$ cat src/rtl/game_pkg.sv
// -----------------------------------------------------------------------------
// game_pkg
// Shared definitions for the pushbox game: flow-controller state encoding,
// move direction encoding, map geometry and tile codes. The map engine and the
// display logic use the geometry and tile codes; game_flow_ctrl uses the state
// and direction encodings.
// -----------------------------------------------------------------------------
package game_pkg;

    // Flow-controller state encoding, visible on the game_state port.
    localparam logic [2:0] ST_LOAD     = 3'd0;
    localparam logic [2:0] ST_PLAY     = 3'd1;
    localparam logic [2:0] ST_COOLDOWN = 3'd2;
    localparam logic [2:0] ST_WIN      = 3'd3;
    localparam logic [2:0] ST_DONE     = 3'd4;

    typedef enum logic [2:0] {
        S_LOAD     = ST_LOAD,
        S_PLAY     = ST_PLAY,
        S_COOLDOWN = ST_COOLDOWN,
        S_WIN      = ST_WIN,
        S_DONE     = ST_DONE
    } game_state_t;

    typedef enum logic [2:0] {
        DIR_NONE  = 3'd0,
        DIR_UP    = 3'd1,
        DIR_DOWN  = 3'd2,
        DIR_LEFT  = 3'd3,
        DIR_RIGHT = 3'd4
    } dir_t;

    // Map geometry shared with the map engine and display.
    localparam int MAP_W     = 7;
    localparam int MAP_H     = 8;
    localparam int MAP_CELLS = MAP_W * MAP_H;

    // Tile codes stored in the map.
    localparam logic [3:0] TILE_WALL   = 4'd0;
    localparam logic [3:0] TILE_BOX    = 4'd1;
    localparam logic [3:0] TILE_CHEST  = 4'd2;
    localparam logic [3:0] TILE_FLOOR  = 4'd3;
    localparam logic [3:0] TILE_KEY    = 4'd4;
    localparam logic [3:0] TILE_PLAYER = 4'd6;
    localparam logic [3:0] TILE_GOAL   = 4'd8;

    // Fixed-priority direction pick: up > down > left > right.
    function automatic dir_t pick_dir(input logic up, input logic down,
                                      input logic left, input logic right);
        if (up)         return DIR_UP;
        else if (down)  return DIR_DOWN;
        else if (left)  return DIR_LEFT;
        else if (right) return DIR_RIGHT;
        else            return DIR_NONE;
    endfunction

endpackage

$ cat src/rtl/btn_debounce.sv
// -----------------------------------------------------------------------------
// btn_debounce
// Debounces one already-synchronised button level. The debounced level only
// follows the raw level after the raw level has differed from it for
// DEB_CYCLES consecutive clock cycles; any cycle of agreement restarts the
// count.
//
// Parameters:
//   DEB_CYCLES - consecutive differing cycles required to flip the level
// Ports:
//   clk    - system clock
//   rst_n  - asynchronous active-low reset (level and counter cleared)
//   raw    - synchronised raw button level
//   level  - debounced button level
// -----------------------------------------------------------------------------
module btn_debounce #(
    parameter logic [19:0] DEB_CYCLES = 20'd500000
) (
    input  logic clk,
    input  logic rst_n,
    input  logic raw,
    output logic level
);

    logic [19:0] cnt_q;

    // NOTE: clocked state uses non-blocking (<=) so every register samples the
    // pre-edge values; blocking here would create order-dependent behaviour.
    always_ff @(posedge clk or negedge rst_n) begin
        if (!rst_n) begin
            cnt_q <= '0;
            level <= 1'b0;
        end else if (raw == level) begin
            cnt_q <= '0;
        end else if (cnt_q >= DEB_CYCLES - 20'd1) begin
            // This is the DEB_CYCLES-th differing sample: accept the new level.
            level <= raw;
            cnt_q <= '0;
        end else begin
            cnt_q <= cnt_q + 20'd1;
        end
    end

endmodule

$ cat src/rtl/game_flow_ctrl.sv
// -----------------------------------------------------------------------------
// game_flow_ctrl
// Sequences the pushbox map engine. Debounces the four direction buttons and
// the restart button, arbitrates directions into single-cycle move pulses,
// drives the engine's level select and reload reset, and advances from level 1
// to level 2 after a displayed win.
//
// Configuration macro:
//   GAME_FLOW_AUTO_REPEAT_EN - when defined, a held direction re-issues its
//                              move each time COOLDOWN expires (no release
//                              needed). Default build: release-to-rearm.
//
// Parameters:
//   DEB_CYCLES      - debounce stability window
//   COOLDOWN_CYCLES - dead time after each issued move
//   LOAD_CYCLES     - cycles map_rst_n is held low per (re)load, minimum 2
//   WIN_HOLD_CYCLES - cycles WIN is shown before advancing
// Ports:
//   clk, rst_n                 - clock, asynchronous active-low reset
//   btn_up/down/left/right     - synchronised raw direction buttons
//   btn_restart                - synchronised raw restart button
//   win_flag                   - win indication from the map engine
//   move_up/down/left/right    - one-cycle move pulses to the map engine
//   map_sel                    - level select (0 = level 1, 1 = level 2)
//   map_rst_n                  - active-low reload for the map engine
//   game_state                 - current state encoding
//   game_done                  - high once level 2 has been won
// -----------------------------------------------------------------------------
module game_flow_ctrl
    import game_pkg::*;
#(
    parameter logic [19:0] DEB_CYCLES      = 20'd500000,
    parameter logic [15:0] COOLDOWN_CYCLES = 16'd1000,
    parameter logic [3:0]  LOAD_CYCLES     = 4'd8,
    parameter logic [27:0] WIN_HOLD_CYCLES = 28'd100000000
) (
    input  logic       clk,
    input  logic       rst_n,
    input  logic       btn_up,
    input  logic       btn_down,
    input  logic       btn_left,
    input  logic       btn_right,
    input  logic       btn_restart,
    input  logic       win_flag,
    output logic       move_up,
    output logic       move_down,
    output logic       move_left,
    output logic       move_right,
    output logic       map_sel,
    output logic       map_rst_n,
    output logic [2:0] game_state,
    output logic       game_done
);

    // ---------------------------------------------------------------- debounce
    logic db_up, db_down, db_left, db_right, db_restart;

    btn_debounce #(.DEB_CYCLES(DEB_CYCLES)) u_deb_up (
        .clk(clk), .rst_n(rst_n), .raw(btn_up), .level(db_up)
    );
    btn_debounce #(.DEB_CYCLES(DEB_CYCLES)) u_deb_down (
        .clk(clk), .rst_n(rst_n), .raw(btn_down), .level(db_down)
    );
    btn_debounce #(.DEB_CYCLES(DEB_CYCLES)) u_deb_left (
        .clk(clk), .rst_n(rst_n), .raw(btn_left), .level(db_left)
    );
    btn_debounce #(.DEB_CYCLES(DEB_CYCLES)) u_deb_right (
        .clk(clk), .rst_n(rst_n), .raw(btn_right), .level(db_right)
    );
    btn_debounce #(.DEB_CYCLES(DEB_CYCLES)) u_deb_restart (
        .clk(clk), .rst_n(rst_n), .raw(btn_restart), .level(db_restart)
    );

    // ---------------------------------------------------------------- state
    game_state_t state_q, state_d;
    logic [3:0]  load_cnt_q, load_cnt_d;
    logic [15:0] cool_cnt_q, cool_cnt_d;
    logic [27:0] win_cnt_q, win_cnt_d;
    logic        map_sel_q, map_sel_d;
    logic        game_done_q, game_done_d;
    logic        armed_q, armed_d;
    logic        first_play_q, first_play_d;   // first PLAY cycle after LOAD
    dir_t        move_dir_q, move_dir_d;
    logic        restart_prev_q;

    logic restart_evt;
    logic move_ok;
    dir_t req_dir;

    assign restart_evt = db_restart & ~restart_prev_q;
    assign req_dir     = pick_dir(db_up, db_down, db_left, db_right);

`ifdef GAME_FLOW_AUTO_REPEAT_EN
    // Held directions re-fire after every cooldown; armed is not consulted.
    assign move_ok = 1'b1;
`else
    // A move needs all directions released since the previous move.
    assign move_ok = armed_q;
`endif

    always_ff @(posedge clk or negedge rst_n) begin
        if (!rst_n) begin
            state_q        <= S_LOAD;
            load_cnt_q     <= '0;
            cool_cnt_q     <= '0;
            win_cnt_q      <= '0;
            map_sel_q      <= 1'b0;
            game_done_q    <= 1'b0;
            armed_q        <= 1'b0;
            first_play_q   <= 1'b0;
            move_dir_q     <= DIR_NONE;
            restart_prev_q <= 1'b0;
        end else begin
            state_q        <= state_d;
            load_cnt_q     <= load_cnt_d;
            cool_cnt_q     <= cool_cnt_d;
            win_cnt_q      <= win_cnt_d;
            map_sel_q      <= map_sel_d;
            game_done_q    <= game_done_d;
            armed_q        <= armed_d;
            first_play_q   <= first_play_d;
            move_dir_q     <= move_dir_d;
            restart_prev_q <= db_restart;
        end
    end

    // NOTE: every signal written below gets a default first, so no path can
    // leave one unassigned and infer a latch.
    always_comb begin
        state_d      = state_q;
        load_cnt_d   = load_cnt_q;
        cool_cnt_d   = cool_cnt_q;
        win_cnt_d    = win_cnt_q;
        map_sel_d    = map_sel_q;
        game_done_d  = game_done_q;
        first_play_d = 1'b0;
        move_dir_d   = DIR_NONE;

        unique case (state_q)
            S_LOAD: begin
                if (restart_evt) begin
                    load_cnt_d = '0;
                end else if (load_cnt_q >= LOAD_CYCLES - 4'd1) begin
                    state_d      = S_PLAY;
                    first_play_d = 1'b1;
                end else if (load_cnt_q != '1) begin
                    load_cnt_d = load_cnt_q + 4'd1;
                end
            end

            S_PLAY: begin
                if (restart_evt) begin
                    state_d    = S_LOAD;
                    load_cnt_d = '0;
                    game_done_d = 1'b0;
                end else if (win_flag && !first_play_q) begin
                    // The engine's win_flag may still reflect the old map in
                    // the first cycle after reload, hence first_play_q.
                    state_d   = S_WIN;
                    win_cnt_d = '0;
                end else if (move_ok && req_dir != DIR_NONE) begin
                    state_d    = S_COOLDOWN;
                    cool_cnt_d = '0;
                    move_dir_d = req_dir;
                end
            end

            S_COOLDOWN: begin
                if (restart_evt) begin
                    state_d     = S_LOAD;
                    load_cnt_d  = '0;
                    game_done_d = 1'b0;
                end else if (win_flag) begin
                    state_d   = S_WIN;
                    win_cnt_d = '0;
                end else if (cool_cnt_q >= COOLDOWN_CYCLES - 16'd1) begin
                    state_d = S_PLAY;
                end else if (cool_cnt_q != '1) begin
                    cool_cnt_d = cool_cnt_q + 16'd1;
                end
            end

            S_WIN: begin
                if (restart_evt) begin
                    state_d     = S_LOAD;
                    load_cnt_d  = '0;
                    game_done_d = 1'b0;
                end else if (win_cnt_q >= WIN_HOLD_CYCLES - 28'd1) begin
                    if (!map_sel_q) begin
                        // Level select changes on the same edge LOAD is
                        // entered, so it is stable for the whole reload.
                        map_sel_d  = 1'b1;
                        state_d    = S_LOAD;
                        load_cnt_d = '0;
                    end else begin
                        state_d     = S_DONE;
                        game_done_d = 1'b1;
                    end
                end else if (win_cnt_q != '1) begin
                    win_cnt_d = win_cnt_q + 28'd1;
                end
            end

            S_DONE: begin
                if (restart_evt) begin
                    state_d     = S_LOAD;
                    load_cnt_d  = '0;
                    game_done_d = 1'b0;
                end
            end

            default: begin
                state_d    = S_LOAD;
                load_cnt_d = '0;
            end
        endcase

        // armed drops on an issued move and rises once all directions are
        // released; it tracks the buttons in every state.
        if (move_dir_d != DIR_NONE)
            armed_d = 1'b0;
        else if (!(db_up || db_down || db_left || db_right))
            armed_d = 1'b1;
        else
            armed_d = armed_q;
    end

    // ---------------------------------------------------------------- outputs
    assign move_up    = (move_dir_q == DIR_UP);
    assign move_down  = (move_dir_q == DIR_DOWN);
    assign move_left  = (move_dir_q == DIR_LEFT);
    assign move_right = (move_dir_q == DIR_RIGHT);
    assign map_sel    = map_sel_q;
    assign map_rst_n  = (state_q != S_LOAD);
    assign game_state = state_q;
    assign game_done  = game_done_q;

endmodule

$ cat config.mk
export PLATFORM = sky130hd
export DESIGN_NAME = game_flow_ctrl
export DESIGN_NICKNAME = d
export VERILOG_FILES = /design/src/rtl/game_pkg.sv /design/src/rtl/btn_debounce.sv /design/src/rtl/game_flow_ctrl.sv
export SDC_FILE = /design/constraint.sdc
export NUM_CORES = 1
export LEC_CHECK = 0
export ABC_AREA = 1
export CAP_MARGIN = 25
export CORE_ASPECT_RATIO = 0.8
export CORE_MARGIN = 5
export CORE_UTILIZATION = 45
export CTS_CLUSTER_DIAMETER = 30
export DETAILED_ROUTE_END_ITERATION = 12
export DONT_BUFFER_PORTS = 1
export PLACE_DENSITY = 0.62
export SKIP_LAST_GASP = 1
export SLEW_MARGIN = 20
export SYNTH_ARGS = -nofsm -noshare
export SYNTH_HDL_FRONTEND = slang
export SYNTH_SLANG_ARGS = --single-unit
$ cat constraint.sdc
create_clock -name clk -period 2.7 [get_ports clk]
set_clock_uncertainty 0.15 [all_clocks]
set_input_delay 0.135 -clock clk [delete_from_list [all_inputs] [get_ports clk]]
set_output_delay 0.135 -clock clk [all_outputs]
set_load 0.005 [all_outputs]
==> metrics.md <==
| Metric | Value |
|---|---|
| Status | finished with violations |
| Failing checks | hold timing |
| Slowest-stage cell, CP | dfrtp_1 |
| Leak Pwr | around 4.5 nW |
| Share of the synthesized area in the top cell type | between 40 and 50% |
| Area growth syn-to-layout | 9.51% |
| Worst Path Required | roughly 2.9 ns |
| Post-CTS Setup Bufs | 0 |
| Critical Path Fanout Max | 11 |
| Iteration-0 DRC Markers | around 630 |
| Final Net Count | about 1,300 |
| Cell Pwr Density | roughly 590 nW/µm² |
| Drt first pass iters | 5 |
| Synth Flop Type | dfrtp_1 |
| Post-DP HPWL | roughly 14,000 µm |
| CTS Hold Bufs | 5 |
| H-tree levels | 4 |
| Final Util | approximately 50% |
| CP most frequent cell | nand2_1 |
| Endpoints failing hold | around 160 |
| Vias in the first global route | slightly above 7,000 |
| Startpoint Class | flop |
| Wire length per cell | approximately 13 µm |
| Initial antenna violation count | 1 |
| Synth Warn # | 0 |
| Synth async-reset ratio | 100% |
| Fillers | 1,973 |
| Synthesized area per cell | around 7.7 µm² |
| Die X | approximately 170 µm |
| Top delay family on crit path | simple AND/OR/NAND/NOR gates |
| Share of cells above drive strength 1 | around 10% |
| Core Box Area | around 21,000 µm² |
| Die Span Y | 140 µm |
| Total power | 6.16 mW |
| Max clock buf depth | 2 |
| Post-Route WL | between 15,000 and 20,000 µm |
| Initial core utilization | a little under half |
| Worst hold slack | -0.753 ns |
| Total of max-cap violations | 0 |
| Top post-synthesis cells by area | dfrtp_1, nand2_1, nor2_1 |
| Sum Neg Setup Slack | 0 ns |
| Worst Setup SP | cool_cnt_q[0] |
| CTS Root Cell | clkbuf_16 |
| Post-synth EDFFs | 0 |
| Max incr delay on CP | 0.43 ns |
| Count leader, synth | nand2_1 |
| Cell count after synthesis | ~1,200 |
| Crit share post-route | 88.4% |
| Unrepaired setup endpoints after global routing | false |
| Total CTS buffers | 17 |
| Via/cell ratio | ~5.0 |
| CTS Sinks | about 160 |
| Synth Register Bits | 164 |
| Worst slew pin tran | between 0.5 and 0.6 ns |
| VDD IR max | a little over 400 µV |
| Synth cell types | 45 |
| Placement Setup Slack | ~0.088 ns |
| Setup WS post-layout | roughly 0.31 ns |
| Reg clk slew, reported paths | approximately 0.07 ns |
| FP Rows | 47 |
| Achievable Freq | 419 MHz |
| Post-route ant nets | 0 |
| All-Layer GR Usage | between 10% and 20% |
| First-pass GRT wire length | around 34,000 µm |
| Die ar. | approximately 24,000 µm² |
| TritonCTS clock tree | done |
| Largest net degree at the start of global routing | 165 |
| WS Path Type | flop to flop |
| Crit end category | flop |
| Worst hold path type | input pin to async pin |
| Post-synth top cells | nand2_1, nor2_1, dfrtp_1 |
| Rel. slew slack | 64.8% |
| Minimum clock period after layout | 2.39 ns |
| Via Count | approximately 8,000 |
| Final setup viols | 0 |
| Mapped Area | ~9500 µm² |
| Worst EP arrival | 2.54 ns |
| Largest area contributor in the netlist | dfrtp_1 |
| Total gr overflow | 0 |
| Seq/Total Area, Yosys | between 40% and 50% |
| IO Pins | 18 |
| DRC violations left | 0 |
| Final count of pins violating max slew | 0 |
| Cell breakdown of the critical path | ha_1 > nand2_1 > nor2_1 > nand2_1 > nor2_2 > nand2_1 > nor3_1 > nor2_2 > nand2_1 > inv_1 > nor2_1 |
| RePlAce Congestion | 0.853 |
| N_diodes | 0 |
| R2R Setup Slk | roughly 0.31 ns |
| Insertion delay to the later sink of the worst-skew pair | 0.43 ns |
| IO Port Bufs | 0 |
| R2R Path Start | cool_cnt_q[0] |
| Crit path buf inv count | 1 |
==> cell families (layout without fill, tap and decap cells) <==
group | Yosys count | in the layout | synth area share (%)
XOR/XNOR | 76 | 76 | 7.01
adder cells (fa/ha/maj) | 8 | 8 | 1.05
flip-flops | 164 | 164 | 43.2
buffers and inverters | 148 | 175 | 6.72
AO/OA/AOI/OAI | 85 | 85 | 5.99
other | 1 | 5 | 0.0395
AND/OR/NAND/NOR | 759 | 759 | 36.0
==> path summary, 6_finish.rpt <==
check                                        to  depth (start not counted)
setup / recovery                 cool_cnt_q[15]                         11
hold / removal             u_deb_down.cnt_q[12]                          0
setup reg to reg                 cool_cnt_q[15]                         11
hold reg to reg               u_deb_up.cnt_q[0]                          1
max in group asynchronous         win_cnt_q[14]                          0
min in group clk                  game_state[0]                          6
==> per-stage QoR <==
step / area (µm²) / hold WS (ns) / instances
floorplan: 9510 / -0.311 / 1245
global placement: 9760 / -0.306 / 1505
detailed placement: 9760 / -0.307 / 1505
CTS: 10400 / -0.769 / 1541
global route: 10400 / -0.779 / 1541
finish: 10400 / -0.753 / 1541
==> layout by cell type, fill, tap and decap left out, types with 5 or more instances in the layout <==
master	synthesis	routed
nor2_1	229	228
nor4_1	7	7
xor2_1	57	57
or2_2	17	17
o21ai_0	21	21
nand3b_1	8	8
nand2_2	18	18
conb_1	1	5
dlygate4sd3_1	0	5
a31oi_1	5	5
nor2_2	9	10
ha_1	8	8
nor3_1	33	33
nand2_1	271	271
nand3_1	113	113
clkbuf_16	0	17
o21ai_2	25	25
a21oi_1	14	14
clkinvlp_4	0	5
nand4_2	6	6
dfrtp_1	164	164
inv_1	128	128
xnor2_1	19	19
a21o_1	5	5
o211ai_1	6	6
nand4_1	31	31
buf_4	3	8
==> power breakdown <==
group	switching (mW)	total, mW	internal (mW)
registers	0.101	2.65	2.55
clock network	1.01	2.42	1.41
logic	0.810	1.09	0.282
total	1.92	6.16	4.24
==> cell type report <==
| type | count | area [µm²] | area share, % |
|---|---|---|---|
| inverters | 131 | 492 | 4.73 |
| clock buffers | 20 | 457 | 4.39 |
| repair buffers | 13 | 110 | 1.06 |
| multi-input cells | 933 | 4770 | 45.9 |
| clock inverters | 11 | 129 | 1.24 |
| well taps | 269 | 337 | 3.24 |
| flip-flops and latches | 164 | 4100 | 39.5 |
==> registers in the layout, summed over array words and instances, names as in the netlist, 3 cells and up <==
register / cells
u_deb_up.cnt_q: 20
load_cnt_q: 4
u_deb_left.cnt_q: 20
game_state: 3
move_dir_q: 3
u_deb_down.cnt_q: 20
cool_cnt_q: 16
u_deb_right.cnt_q: 20
win_cnt_q: 28
u_deb_restart.cnt_q: 20
==> timing repair <==
item,in CTS,in global routing
setup endpoints to repair,0,16
endpoints found under the hold margin,175,164
resized for setup,0,1
==> routing by layer <==
metal  wire, µm  global-route usage, %
met3        660                   3.69
met1      10600                   26.1
met4        156                   3.68
met5         11                      0
met2       8120                   23.8
(Power assumes the default switching activity.)
